## config.mk

```make
export PLATFORM = sky130hd
export DESIGN_NAME = imsic_port_arbiter
export DESIGN_NICKNAME = d
export VERILOG_FILES = /design/src/rtl/imsic_port_arbiter.sv
export SDC_FILE = /design/constraint.sdc
export NUM_CORES = 1
export LEC_CHECK = 0
export ABC_CLOCK_PERIOD_IN_PS = 1970
export BUFFER_PORTS_ARGS = -buffer_cell sky130_fd_sc_hd__buf_2
export CORE_AREA = 2 2 262 264
export DETAILED_ROUTE_END_ITERATION = 7
export DIE_AREA = 0 0 264 266
export RECOVER_POWER = 25
export SYNTH_ARGS = -nofsm -noshare
export SYNTH_HDL_FRONTEND = slang
export SYNTH_SLANG_ARGS = --single-unit
```

## constraint.sdc

```tcl
create_clock -name clk_i -period 1.97 [get_ports clk_i]
set_input_delay 0.197 -clock clk_i [delete_from_list [all_inputs] [get_ports clk_i]]
set_output_delay 0.197 -clock clk_i [all_outputs]
set_load 0.1 [all_outputs]
```

## src/rtl/imsic_port_arbiter.sv

```systemverilog
// rtl/imsic_port_arbiter.sv - round-robin arbiter of per-hart IMSIC accesses onto one IMSIC port
// Optional IMSIC_ARB_MPRIO_EN: M-mode requesters win arbitration over lower privilege levels.
module imsic_port_arbiter #(
   parameter int unsigned NrHarts      = 4,
   parameter int unsigned XLen         = 64,
   parameter int unsigned VgeinW       = 7,
   parameter int unsigned ImsicLatency = 1
) (
   input  logic                           clk_i,
   input  logic                           rst_ni,
   input  logic [NrHarts-1:0]             hart_req_valid_i,
   output logic [NrHarts-1:0]             hart_req_ready_o,
   input  logic [NrHarts-1:0][1:0]        hart_priv_lvl_i,
   input  logic [NrHarts-1:0][VgeinW-1:0] hart_vgein_i,
   input  logic [NrHarts-1:0][31:0]       hart_addr_i,
   input  logic [NrHarts-1:0][XLen-1:0]   hart_data_i,
   input  logic [NrHarts-1:0]             hart_we_i,
   input  logic [NrHarts-1:0]             hart_claim_i,
   output logic [NrHarts-1:0]             hart_rsp_valid_o,
   output logic [XLen-1:0]                hart_rsp_data_o,
   output logic                           hart_rsp_exception_o,
   output logic                           imsic_req_o,
   output logic [1:0]                     imsic_priv_lvl_o,
   output logic [VgeinW-1:0]              imsic_vgein_o,
   output logic [31:0]                    imsic_addr_o,
   output logic [XLen-1:0]                imsic_data_o,
   output logic                           imsic_we_o,
   output logic                           imsic_claim_o,
   input  logic [XLen-1:0]                imsic_data_i,
   input  logic                           imsic_exception_i
);

   localparam int unsigned IdxW = (NrHarts > 1) ? $clog2(NrHarts) : 1;
   localparam int unsigned CntW = (ImsicLatency > 1) ? $clog2(ImsicLatency) : 1;

   typedef enum logic [1:0] {IDLE, ISSUE, WAIT, RESP} state_e;

   state_e            state_q, state_d;
   logic [IdxW-1:0]   rr_ptr_q;
   logic [IdxW-1:0]   owner_q;
   logic [CntW-1:0]   cnt_q;
   logic [NrHarts-1:0] cand;
   logic              found;
   logic [IdxW-1:0]   winner;
   logic [IdxW:0]     sum;
   logic [IdxW-1:0]   idx;

`ifdef IMSIC_ARB_MPRIO_EN
   logic [NrHarts-1:0] mmode;
   for (genvar g = 0; g < NrHarts; g++) begin : gen_mmode
      assign mmode[g] = hart_req_valid_i[g] && (hart_priv_lvl_i[g] == 2'b11);
   end
`endif

   // Search starts at rr_ptr_q and wraps; first candidate found wins.
   always_comb begin
`ifdef IMSIC_ARB_MPRIO_EN
      cand = (|mmode) ? mmode : hart_req_valid_i;
`else
      cand = hart_req_valid_i;
`endif
      found  = 1'b0;
      winner = '0;
      sum    = '0;
      idx    = '0;
      for (int unsigned i = 0; i < NrHarts; i++) begin
         sum = {1'b0, rr_ptr_q} + (IdxW+1)'(i);
         if (sum >= (IdxW+1)'(NrHarts)) sum = sum - (IdxW+1)'(NrHarts);
         idx = sum[IdxW-1:0];
         if (!found && cand[idx]) begin
            found  = 1'b1;
            winner = idx;
         end
      end
   end

   always_comb begin
      state_d          = state_q;
      hart_req_ready_o = '0;
      case (state_q)
         IDLE: begin
            if (found) begin
               hart_req_ready_o = NrHarts'(1) << winner;
               state_d          = ISSUE;
            end
         end
         ISSUE:   state_d = WAIT;
         WAIT:    if (cnt_q == '0) state_d = RESP;
         RESP:    state_d = IDLE;
         default: state_d = IDLE;
      endcase
   end

   always_ff @(posedge clk_i or negedge rst_ni) begin
      if (!rst_ni) state_q <= IDLE;
      else         state_q <= state_d;
   end

   always_ff @(posedge clk_i or negedge rst_ni) begin
      if (!rst_ni) begin
         rr_ptr_q             <= '0;
         owner_q              <= '0;
         cnt_q                <= '0;
         hart_rsp_valid_o     <= '0;
         hart_rsp_data_o      <= '0;
         hart_rsp_exception_o <= 1'b0;
         imsic_req_o          <= 1'b0;
         imsic_priv_lvl_o     <= '0;
         imsic_vgein_o        <= '0;
         imsic_addr_o         <= '0;
         imsic_data_o         <= '0;
         imsic_we_o           <= 1'b0;
         imsic_claim_o        <= 1'b0;
      end else begin
         // Strobes last exactly one cycle; field outputs hold their latched values.
         imsic_req_o      <= 1'b0;
         imsic_we_o       <= 1'b0;
         imsic_claim_o    <= 1'b0;
         hart_rsp_valid_o <= '0;
         case (state_q)
            IDLE: begin
               if (found) begin
                  owner_q          <= winner;
                  rr_ptr_q         <= (winner == IdxW'(NrHarts-1)) ? '0 : winner + 1'b1;
                  imsic_req_o      <= 1'b1;
                  imsic_priv_lvl_o <= hart_priv_lvl_i[winner];
                  imsic_vgein_o    <= hart_vgein_i[winner];
                  imsic_addr_o     <= hart_addr_i[winner];
                  imsic_data_o     <= hart_data_i[winner];
                  imsic_we_o       <= hart_we_i[winner];
                  imsic_claim_o    <= hart_claim_i[winner];
               end
            end
            ISSUE: cnt_q <= CntW'(ImsicLatency - 1);
            WAIT: begin
               if (cnt_q == '0) begin
                  hart_rsp_data_o      <= imsic_data_i;
                  hart_rsp_exception_o <= imsic_exception_i;
                  hart_rsp_valid_o     <= NrHarts'(1) << owner_q;
               end else begin
                  cnt_q <= cnt_q - 1'b1;
               end
            end
            default: ;
         endcase
      end
   end

endmodule

```

# ---- Word level (Yosys, flattened, before mapping)
# Cells that the tools add are included.
dict set report classes {
  order_cmp 9
  n_eq_ne 6
  reduce_logical 11
  bitwise_logic 1
  n_addsub 9
  mux 48
  shift 2
}
# cell count
set ops {}
lappend ops {{$bmux W64 S2} 1}
lappend ops {{$bmux W32 S2} 1}
lappend ops {{$mux W64} 1}
lappend ops {{$mux W32} 1}
lappend ops {{$mux W2} 12}
lappend ops {{$mux W1} 17}
lappend ops {{$mux W4} 4}
lappend ops {{$lt A2 B3 Y1 const B} 5}
lappend ops {{$bmux W7 S2} 1}
lappend ops {{$bmux W1 S2} 6}
lappend ops {{$ge A3 B3 Y1 const B} 3}
lappend ops {{$pmux W2 S4} 1}
lappend ops {{$shl A1 B2 Y4 const A} 2}
lappend ops {{$sub A2 B1 Y2 const B} 4}
lappend ops {{$mux W7} 1}
lappend ops {{$add A2 B2 Y3 const B} 2}
lappend ops {{$eq A2 B2 Y1 const B} 3}
lappend ops {{$reduce_and A2 Y1} 3}
lappend ops {{$bmux W2 S2} 1}
lappend ops {{$ne A2 B2 Y1 const B} 2}
lappend ops {{$add A2 B1 Y3 const B} 1}
lappend ops {{$ge A2 B3 Y1 const B} 1}
lappend ops {{$logic_and A1 B1 Y1} 3}
lappend ops {{$logic_not A1 Y1} 3}
lappend ops {{other kinds (7)} 7}
dict set report totals {
  word_cells 100
  out_inout_bits 181
  input_bits 499
  ff_bits 184
}

# ---- Depth between registers and ports, before layout
# Gate-level depths: netlist (run 1).
dict set report depth {
  ltp_word 18
  mapped_depth 9
  ltp_nobuf 7
}

# ---- Worst setup path before layout (run 1)
# Ideal clock, no wire load.
dict set report synth_path {
  path_type {reg-to-output}
  startpoint {reg rr_ptr_q[1]}
  endpoint {out hart_req_ready_o[0]}
  path_stages_with_launch 8
  path_buffers 3
  arrival_ns 2.669
  path_slack_ns -0.896
  t_required_ns 1.773
  cell_sequence {dfrtp_1 -> mux2_1 -> o221ai_1 -> buf_4 -> inv_2 -> buf_6 -> buf_2 -> nor2_1}
}
dict set report synth_between {
  elab_chain_len 17
  word_cells_on_any_way 40
  classes_between {add/sub (7); order compare (4); shift (1); mux (22); reduce/logical (6)}
}
# item line_no
set synth_rtl {}
lappend synth_rtl {{start, declared} 39} ;# logic [IdxW-1:0] rr_ptr_q;
lappend synth_rtl {{start signal, assigned} 124} ;# rr_ptr_q <= (winner == IdxW'(NrHarts-1)) ? '0 : winner + 1'b1;
lappend synth_rtl {{parallel branches: the longest is 15 deep, another holds $add A2 B1 Y3} --}
lappend synth_rtl {{$mux W4 *} 82} ;# if (found) begin
lappend synth_rtl {{$mux W4 *} 80} ;# case (state_q)
lappend synth_rtl {{end, declared} 12} ;# output logic [NrHarts-1:0] hart_req_ready_o,
# Mark *: on every way between the ends. The select of a mux whose other input is x is not followed.

# ---- Worst setup path after layout (run 1)
dict set report layout_path {
  startpoint {reg rr_ptr_q[1]}
  endpoint {out hart_req_ready_o[3]}
}
# The elaborated chain is that of the path after synthesis.

==> results of run 1 <==
[layer usage]
| metal | vias to the layer above | share of wire, % |
|---|---|---|
| met3 | 94 | 7.3 |
| li1 | 5534 | - |
| met4 | 10 | 3.9 |
| met1 | 5443 | 40 |
| met5 | - | 0.13 |
| met2 | 582 | 49 |
[worst max-delay path, delay by kind of cell, from the launching register on]
family,cells,cell delay (ps)
multiplexers,1,330
adder cells (fa/ha/maj),1,160
AO/OA/AOI/OAI,1,240
flip-flops,1,430
AND/OR/NAND/NOR,1,150
buffers and inverters,3,360
[what timing repair did]
item / in CTS / in global routing
hold buffers: 68 / 0
buffers inserted: 12 / 3
endpoints found under the hold margin: 104 / 0
pin swaps: 16 / 26
cloned: 7 / 13
endpoints found under the setup margin: 99 / 112
resized for setup: 67 / 67
[cell usage in the layout, fill, tap and decap left out, types with 3 or more instances in the layout]
cell type,netlist,final
buf_12,0,34
nand2_2,1,28
inv_2,2,3
dlygate4sd3_1,0,68
buf_8,0,11
nand2_4,0,6
clkinv_8,0,6
dfrtp_1,183,183
buf_16,0,8
mux2i_1,4,4
a21oi_2,0,22
buf_4,2,70
buf_2,53,674
nand2_1,431,398
nor2_4,0,3
inv_6,0,4
clkbuf_1,26,3
clkbuf_2,0,5
a21oi_1,211,186
clkbuf_16,0,29
buf_6,6,13
nor2_1,6,3
inv_12,0,3
a211o_1,105,105
a21oi_4,0,3
mux2_2,65,65
[logic make-up (layout without fill, tap and decap cells)]
kind of cell,count (synthesis),after routing,share of synthesized area (%)
simple gates,448,448,17.8
fa+ha+maj,3,3,0.389
other cells,0,1,0
compound gates,326,326,21.2
buf+inv,96,940,4.97
flops,183,183,47.5
mux,70,70,8.12
[area by class of cell]
class	instances	area share [%]
Clock inverter	15	1.17
Inverter	6	0.158
Clock buffer	17	2.44
Tap cell	882	6.32
Timing Repair Buffer	902	35.6
Antenna cell	1	0.0143
Sequential cell	183	26.2
Multi-Input combinational cell	847	28.1
[final timing paths]
check	from	end	slack (ps)	cells after the start
setup / recovery	rr_ptr_q[1]	hart_req_ready_o[3]	-380	7
hold / removal	hart_data_i[106]	imsic_data_o[42]	50	4
setup reg to reg	rr_ptr_q[1]	imsic_addr_o[15]	-280	10
hold reg to reg	imsic_addr_o[7]	imsic_addr_o[7]	490	1
max in group asynchronous	rst_ni	imsic_addr_o[12]	80	3
min in group asynchronous	rst_ni	hart_rsp_data_o[62]	680	2
[registers in the layout, summed over array words and instances, names as in the netlist, 4 cells and up]
name and count:
imsic_data_o 64, hart_rsp_data_o 64, hart_rsp_valid_o 4, imsic_vgein_o 7, imsic_addr_o 32
[power breakdown]
group          leakage [nW]  total [W]  switching (W)  internal, W
Sequential             2.24    0.00662        0.00101      0.00561
Clock                 0.303    0.00374        0.00198      0.00176
Combinational          6.65     0.0268         0.0196      0.00723
[synth_stat cells (all sizes together) (2+ instances only)]
library cell | count | area [um^2]
clkbuf | 26 | 97.6
mux2 | 66 | 743
inv | 6 | 22.5
dfrtp | 183 | 4580
a21oi | 211 | 1060
and3 | 2 | 12.5
ha | 3 | 37.5
mux2i | 4 | 40.0
o21ai | 3 | 18.8
a211o | 105 | 920
buf | 64 | 359
nand2 | 432 | 1620
o22ai | 2 | 12.5
nor2 | 6 | 22.5
[stage by stage]
stage	area, um^2	TNS, ps	util (%)
after floorplan	9710	-134	-
after global placement	15200	-2860	22.4
after detailed placement	15200	-4990	22.4
after CTS	17000	-24250	25.1
after global routing	17500	-32680	25.8
final	17500	-19050	25.8
==> key figures, run 1 <==
Finish
  • Share of layout cells above drive strength 1: approximately half
  • Nets: 2459
  • Area Overhead vs Synth: 81.1%
  • Seq. cell area: 4580 um^2
  • Number of fillers in the final layout: 7242
  • Multi-input logic area: about 4900 um^2
  • Finished Layout Cells: approximately 2900

Detailed routing
  • Routed vias: 11663
  • WL final: 51100 um
  • Router iterations before antenna repair: 5
  • DR DRC count: 0
  • First DRT Iteration DRCs: between 700 and 800
  • Wire per inst: roughly 18 um
  • Vias per cell: roughly 4
  • ANT nets after route: 0

Die
  • Core area: between 60000 and 70000 um^2
  • DIE WIDTH: around 260 um
  • Starting density of the core: 14.2%
  • Row cnt: between 90 and 100
  • IO Count: 680
  • Die ar.: between 70000 and 80000 um^2
  • Die Y: between 200 and 300 um

Placed design
  • Cells after DPL: about 2700
  • Post-DP HPWL: between 30000 and 40000 um
  • GPL Wtd Cong: roughly 0.83
  • # port buffers: just under 700
  • Pre-CTS WS: -163 ps

CTS
  • Clk pin slew, worst setup/hold paths: roughly 90 ps
  • Max Root-Sink Buffers: 2
  • CTS tree: done
  • Clock Latency Late Sink: roughly 490 ps
  • Level count of the clock H-tree: 4
  • Root buf cell: clkbuf_16
  • Clk sink count: about 180
  • CTS Buf Count: 17

Synth
  • Sequential area share after synthesis: between 40% and 50%
  • Mapped Cells: around 1100
  • Syn_area_per_cell: 8.56 um^2
  • Mapped cell area: 9640 um^2
  • Top_reg_cell synth: dfrtp_1
  • Post-synth cell types: 34
  • Flops & latches, synth: around 180
  • Post-synth EDFFs: 0
  • Asr flop ratio synth: 100%
  • YS warnings: 0
  • Syn nets: roughly 1600

Power and ir drop
  • Largest vdd supply drop: about 1600 uV
  • Leak: 9.19 nW
  • PwrDens: ~2100 nW/um^2
  • Final Power: 0.0372 W

Critical path
  • Crit start category: flop
  • Critical setup path kind: flop to primary output
  • Data required, critical path: ~1800 ps
  • Critical Path Fanout Max: 5
  • CP max stage delay: approximately 430 ps
  • Setup crit end kind: primary output
  • Crit-path cells: mux2_4 -> o221ai_4 -> inv_6 -> buf_16 -> ha_4 -> and3_4 -> buf_12
  • Critical path data arrival time: 2150 ps
  • Critical path's slowest cell: dfrtp_1

GRT
  • Routing usage on met3: under 10%
  • Number of global-route vias before repair: between 10000 and 15000
  • Initial antenna violation count: 6
  • Global-route wire length before repair: a little over 70000 um
  • Met2 Track Usage GR: 23.0%
  • Gr busiest metal: met2
  • Largest net degree at the start of global routing: 58
  • M1 GR Usage: between 15 and 20%
  • Gr usage total: between 10% and 20%
  • Total gr overflow: 0

Status
  • Outcome: finished with violations
  • Violated checks: capacitance limit, slew limit, setup timing

Timing
  • Slew headroom: -11.7%
  • Finish-stage setup viols: 111
  • Final setup margin: -375 ps
  • RSZ-0062 raised after global routing: true
  • Slew @ Worst Pin: 1680 ps
  • Fin Hold WS: roughly 52 ps
  • Final Hold Viols: 0
  • Tcrit/Tclk final: 119%
  • Clk_skew: ~21 ps
  • Final Max Slew Viols: between 50 and 60
  • FMAX: about 430 MHz
  • Min Tclk post-route: roughly 2300 ps

Min path
  • Hold crit path type: input port to flop

Flow run
  • Max_cap viols: 1
Power figures use the tool's default switching activity.
==> inputs of run 2 (changes only) <==
==> constraint.sdc (replaced) <==
create_clock -name clk_i -period 1.97 [get_ports clk_i]
set_input_delay 0.197 -clock clk_i [delete_from_list [all_inputs] [get_ports clk_i]]
set_output_delay 0.197 -clock clk_i [all_outputs]
set_load 0.01 [all_outputs]
==> key figures, run 2 (synthesis gave the netlist of run 1 again) <==
Status
  • Outcome: finished with violations
  • Violated checks: setup timing

CTS
  • Level count of the clock H-tree: 4
  • Clk pin slew, worst setup/hold paths: about 80 ps
  • Clock Latency Late Sink: 470 ps
  • CTS tree: done
  • CTS Buf Count: 17
  • Max Root-Sink Buffers: 2
  • Root buf cell: clkbuf_16
  • Clk sink count: around 180

Finish
  • Most frequent cells in the layout: 677 x buf_2, 376 x nand2_1, 183 x dfrtp_1
  • Finished Layout Cells: ~2900
  • Most common cell after layout, fill and taps aside: buf_2
  • Nets: between 2000 and 2500
  • Largest regs: hart_rsp_data_o (64), imsic_data_o (64), imsic_addr_o (32)
  • Share of layout cells above drive strength 1: about 53%
  • Final core utilization: a little over a quarter
  • Area Overhead vs Synth: 82.7%

GRT
  • Total gr overflow: 0
  • M1 GR Usage: approximately 17%
  • Gr usage total: approximately 14%
  • Met2 Track Usage GR: between 20 and 25%
  • Global-route wire length before repair: 71600 um
  • Initial antenna violation count: 7
  • Routing usage on met3: under 10%
  • Gr busiest metal: met2
  • Number of global-route vias before repair: 12153
  • Largest net degree at the start of global routing: 60

Die
  • Core area: between 60000 and 70000 um^2
  • Row cnt: 96
  • IO Count: 680
  • Die Y: approximately 270 um
  • Die ar.: 70200 um^2
  • DIE WIDTH: about 260 um
  • Starting density of the core: about 14%

Critical path
  • CP Buf/Inv Count: 3
  • Worst setup path endpoint: hart_req_ready_o[3]
  • CP max stage delay: around 420 ps
  • Setup crit end kind: primary output
  • R2r setup slk: -320 ps
  • Critical Path Fanout Max: 4
  • Data required, critical path: 1770 ps
  • Critical path's slowest cell: dfrtp_1
  • Crit. path cell count: 7
  • Crit start category: flop
  • R2r endpoint: imsic_data_o[50]
  • Worst path top cell family by delay: flip-flops
  • FF-to-FF Start: rr_ptr_q[1]
  • Critical path data arrival time: 2100 ps
  • Crit-path cells: mux2_4 -> o221ai_4 -> inv_6 -> buf_16 -> ha_4 -> and3_4 -> buf_6
  • Critical setup path kind: flop to primary output
  • Worst Reg-to-Reg Cells: 11
  • Setup crit start: rr_ptr_q[1]

Detailed routing
  • First DRT Iteration DRCs: 699
  • Router iterations before antenna repair: 6
  • Vias per cell: 4.15
  • Wire per inst: approximately 17 um
  • Routed vias: roughly 12000
  • WL final: about 49000 um
  • DR DRC count: 0
  • ANT nets after route: 0

Timing
  • Clk_skew: 13.5 ps
  • Final setup margin: -326 ps
  • Slew headroom: just under 5%
  • Slew @ Worst Pin: 1430 ps
  • Final Max Slew Viols: 0
  • Final Hold Viols: 0
  • RSZ-0062 raised after global routing: true
  • Tcrit/Tclk final: 117%
  • Finish-stage setup viols: roughly 110
  • Min Tclk post-route: 2300 ps
  • FMAX: around 440 MHz

Placed design
  • GPL Wtd Cong: between 0.8 and 0.9
  • Cells after DPL: between 2000 and 3000
  • # port buffers: ~680
  • Post-DP HPWL: approximately 34000 um
  • Pre-CTS WS: -179 ps

Power and ir drop
  • Largest vdd supply drop: between 800 and 900 uV
  • Leak: approximately 9.2 nW
  • PwrDens: 1430 nW/um^2

Flow run
  • Max_cap viols: 0

Min path
  • Hold crit path type: input port to flop
[run 2: cell types whose count changed in the layout (fill, tap and decap cells not counted), moves of 4 or more]
cell,before,now
a21oi_1,186,162
buf_12,34,26
buf_6,13,20
a21oi_2,22,45
clkbuf_16,29,17
nand2_1,398,376
nand2_2,28,32
nand2_4,6,23
buf_16,8,22
[run 2: where the power goes]
part | leakage (nW) | internal [W] | total (W) | switching [W]
combinational | 6.71 | 0.00728 | 0.0148 | 0.00747
sequential | 2.24 | 0.00561 | 0.00667 | 0.00106
clock | 0.292 | 0.00182 | 0.00369 | 0.00187
total | 9.24 | 0.0147 | 0.0251 | 0.0104
[run 2: final cells by class]
| cell class | instances | area [um^2] |
|---|---|---|
| well taps | 882 | 1100 |
| fillers | 7238 | 50100 |
| clock inverters | 15 | 181 |
| inverters | 6 | 27.5 |
| flip-flops and latches | 183 | 4580 |
| clock buffers | 17 | 425 |
| diodes | 2 | 5.00 |
| multi-input cells | 847 | 5150 |
| repair buffers | 899 | 6140 |
[run 2: how the worst min path moves through the flow]
| stage | start | endpoint | slack (ps) | cells after the start |
|---|---|---|---|---|
| 6_report | hart_claim_i[2] | imsic_claim_o | 70 | 3 |
| 3_3_place_gp | rst_ni | imsic_addr_o[4] | 190 | 1 |
| 5_1_grt | hart_claim_i[3] | imsic_claim_o | 30 | 3 |
| 2_1_floorplan | rst_ni | hart_rsp_data_o[0] | -100 | 0 |
| 3_5_place_dp | rst_ni | imsic_addr_o[4] | 190 | 1 |
| 4_1_cts | hart_claim_i[3] | imsic_claim_o | 2 | 3 |
[run 2: metal layers]
metal  vias to the layer above  part of all wire (%)
met5                         -                 0.063
met4                         6                   2.8
met3                        90                   8.4
met2                       579                    47
met1                      5627                    41
li1                       5528                     -
[run 2: worst register-to-register path: stages (launching register included)]
cell and delay (ps):
dfrtp_1 420, mux2_4 320, o221ai_4 250, inv_6 80
buf_12 140, buf_12 140, buf_16 160, buf_16 160
buf_8 120, nand2_4 70, a21oi_4 60, a211o_1 260
[run 2: stage by stage]
step / cell area (um^2) / total power, W / TNS (ps) / hold slack (ps)
after floorplan: 9640 / 0.0130 / 0 / -98.6
after global placement: 14800 / 0.0185 / -5730 / 194
after detailed placement: 14800 / 0.0186 / -6960 / 192
after CTS: 17600 / 0.0254 / -29520 / 1.54
after global routing: 17600 / 0.0268 / -34900 / 33.5
final: 17600 / 0.0251 / -23260 / 72.5
[run 2: repair_timing]
action	CTS	global route
pin swaps	67	2
buffers inserted	32	0
resized for setup	214	12
endpoints found under the setup margin	107	112
gates cloned	17	0
endpoints found under the hold margin	110	0
hold buffers	70	0
==> inputs of run 3 (changes only) <==
--- a/config.mk
+++ b/config.mk
@@ -10,7 +10,6 @@
 export CORE_AREA = 2 2 262 264
 export DETAILED_ROUTE_END_ITERATION = 7
 export DIE_AREA = 0 0 264 266
-export RECOVER_POWER = 25
 export SYNTH_ARGS = -nofsm -noshare
 export SYNTH_HDL_FRONTEND = slang
 export SYNTH_SLANG_ARGS = --single-unit
==> key figures, run 3 (synthesis gave the netlist of run 1 again) <==
Status
  • Outcome: finished with violations
  • Violated checks: setup timing

Power and ir drop
  • Largest vdd supply drop: between 800 and 900 uV
  • PwrDens: ~1400 nW/um^2
  • Leak: between 9 and 10 nW

Timing
  • RSZ-0062 raised after global routing: true
  • Slew headroom: ~68%
  • Finish-stage setup viols: 109
  • Final setup margin: -325 ps
  • FMAX: 436 MHz
  • Final Max Slew Viols: 0
  • Min Tclk post-route: 2300 ps
  • Clk_skew: 13.6 ps
  • Final Hold Viols: 0
  • Slew @ Worst Pin: 483 ps
  • Tcrit/Tclk final: 117%

Placed design
  • # port buffers: about 680
  • Post-DP HPWL: 33900 um
  • Cells after DPL: between 2000 and 3000
  • Pre-CTS WS: -179 ps
  • GPL Wtd Cong: 0.867

GRT
  • Total gr overflow: 0
  • Initial antenna violation count: 7
  • Number of global-route vias before repair: around 12000
  • Largest net degree at the start of global routing: 60
  • Gr busiest metal: met2
  • M1 GR Usage: approximately 17%
  • Global-route wire length before repair: just over 70000 um
  • Gr usage total: between 10% and 20%
  • Met2 Track Usage GR: a little under a quarter
  • Routing usage on met3: 3.72%

CTS
  • CTS tree: done
  • Clk sink count: approximately 180
  • Clock Latency Late Sink: between 400 and 500 ps
  • Root buf cell: clkbuf_16
  • Clk pin slew, worst setup/hold paths: 80 ps
  • Max Root-Sink Buffers: 2
  • Level count of the clock H-tree: 4
  • CTS Buf Count: 17

Critical path
  • R2r setup slk: -320 ps
  • Crit start category: flop
  • Critical Path Fanout Max: 4
  • Setup crit start: rr_ptr_q[1]
  • FF-to-FF Start: rr_ptr_q[1]
  • Critical setup path kind: flop to primary output
  • Crit. path cell count: 7
  • R2r endpoint: imsic_data_o[50]
  • Crit-path cells: mux2_4 -> o221ai_4 -> inv_6 -> buf_16 -> ha_4 -> and3_4 -> buf_6
  • Critical path data arrival time: approximately 2100 ps
  • Critical path's slowest cell: dfrtp_1
  • Worst Reg-to-Reg Cells: 11
  • Worst path top cell family by delay: flip-flops
  • CP max stage delay: 420 ps
  • CP Buf/Inv Count: 3
  • Setup crit end kind: primary output
  • Data required, critical path: between 1500 and 2000 ps

Detailed routing
  • Router iterations before antenna repair: 5
  • First DRT Iteration DRCs: about 700
  • Routed vias: 11825
  • WL final: roughly 50000 um
  • ANT nets after route: 0
  • Wire per inst: roughly 17 um
  • Vias per cell: just over 4
  • DR DRC count: 0

Die
  • IO Count: between 600 and 700
  • Starting density of the core: between 10 and 15%
  • Core area: ~68000 um^2
  • DIE WIDTH: 264 um
  • Row cnt: 96
  • Die ar.: approximately 70000 um^2
  • Die Y: between 200 and 300 um

Finish
  • Area Overhead vs Synth: 83.1%
  • Most common cell after layout, fill and taps aside: buf_2
  • Nets: around 2500
  • Share of layout cells above drive strength 1: between 50 and 60%
  • Finished Layout Cells: about 2900
  • Largest regs: hart_rsp_data_o (64), imsic_data_o (64), imsic_addr_o (32)
  • Final core utilization: 26.1%
  • Most frequent cells in the layout: 677 x buf_2, 376 x nand2_1, 183 x dfrtp_1

Flow run
  • Max_cap viols: 0

Min path
  • WHS Path Cells: 3
  • Worst Hold Path EP: imsic_claim_o
  • Hold Startpoint: hart_claim_i[2]
  • Hold crit path type: input port to flop
==> run 3: area by class of cell <==
type	instances	area, um^2
Antenna cell	2	5.00
Clock buffer	17	425
Clock inverter	15	181
Fill cell	7226	50100
Inverter	6	27.5
Multi-Input combinational cell	847	5150
Sequential cell	183	4580
Tap cell	882	1100
Timing Repair Buffer	899	6180
==> run 3: how the worst max path moves through the flow <==
stage / end / slack [ps]
3_5_place_dp: imsic_data_o[50] / -180
4_1_cts: hart_req_ready_o[3] / -410
3_3_place_gp: imsic_data_o[1] / -170
5_1_grt: hart_req_ready_o[0] / -460
6_report: hart_req_ready_o[3] / -330
2_1_floorplan: hart_req_ready_o[3] / 10
==> run 3: repair_timing <==
action | 4_1_cts | 5_1_grt
endpoints found under the setup margin | 107 | 112
setup buffers | 32 | 0
pin swaps | 67 | 2
gates resized for setup | 214 | 12
hold buffers | 70 | 0
gates cloned | 17 | 0
endpoints found under the hold margin | 110 | 0
==> run 3: metal layers <==
layer	vias to the layer above	part of all wire (%)
met5	-	0.063
met2	575	47
met4	6	2.8
met1	5624	42
met3	91	8.2
li1	5529	-
==> run 3: where the power goes <==
part	internal [W]	total, W	switching (W)
sequential	0.00561	0.00668	0.00107
clock	0.00182	0.00370	0.00187
combinational	0.00729	0.0148	0.00748
total	0.0147	0.0251	0.0104
==> run 3: tightest hold or removal path, stage by stage <==
cell	delay (ps)
buf_2	80
mux2i_1	60
o22ai_1	160
==> run 3: per-stage QoR <==
stage / instance area [um^2] / power [W] / setup TNS (ps) / hold slack (ps)
CTS: 17600 / 0.0254 / -29520 / 1.54
floorplan: 9640 / 0.0130 / 0 / -98.6
finish: 17700 / 0.0251 / -23170 / 73.2
global placement: 14800 / 0.0185 / -5730 / 194
global route: 17700 / 0.0268 / -34900 / 33.5
detailed placement: 14800 / 0.0186 / -6960 / 192
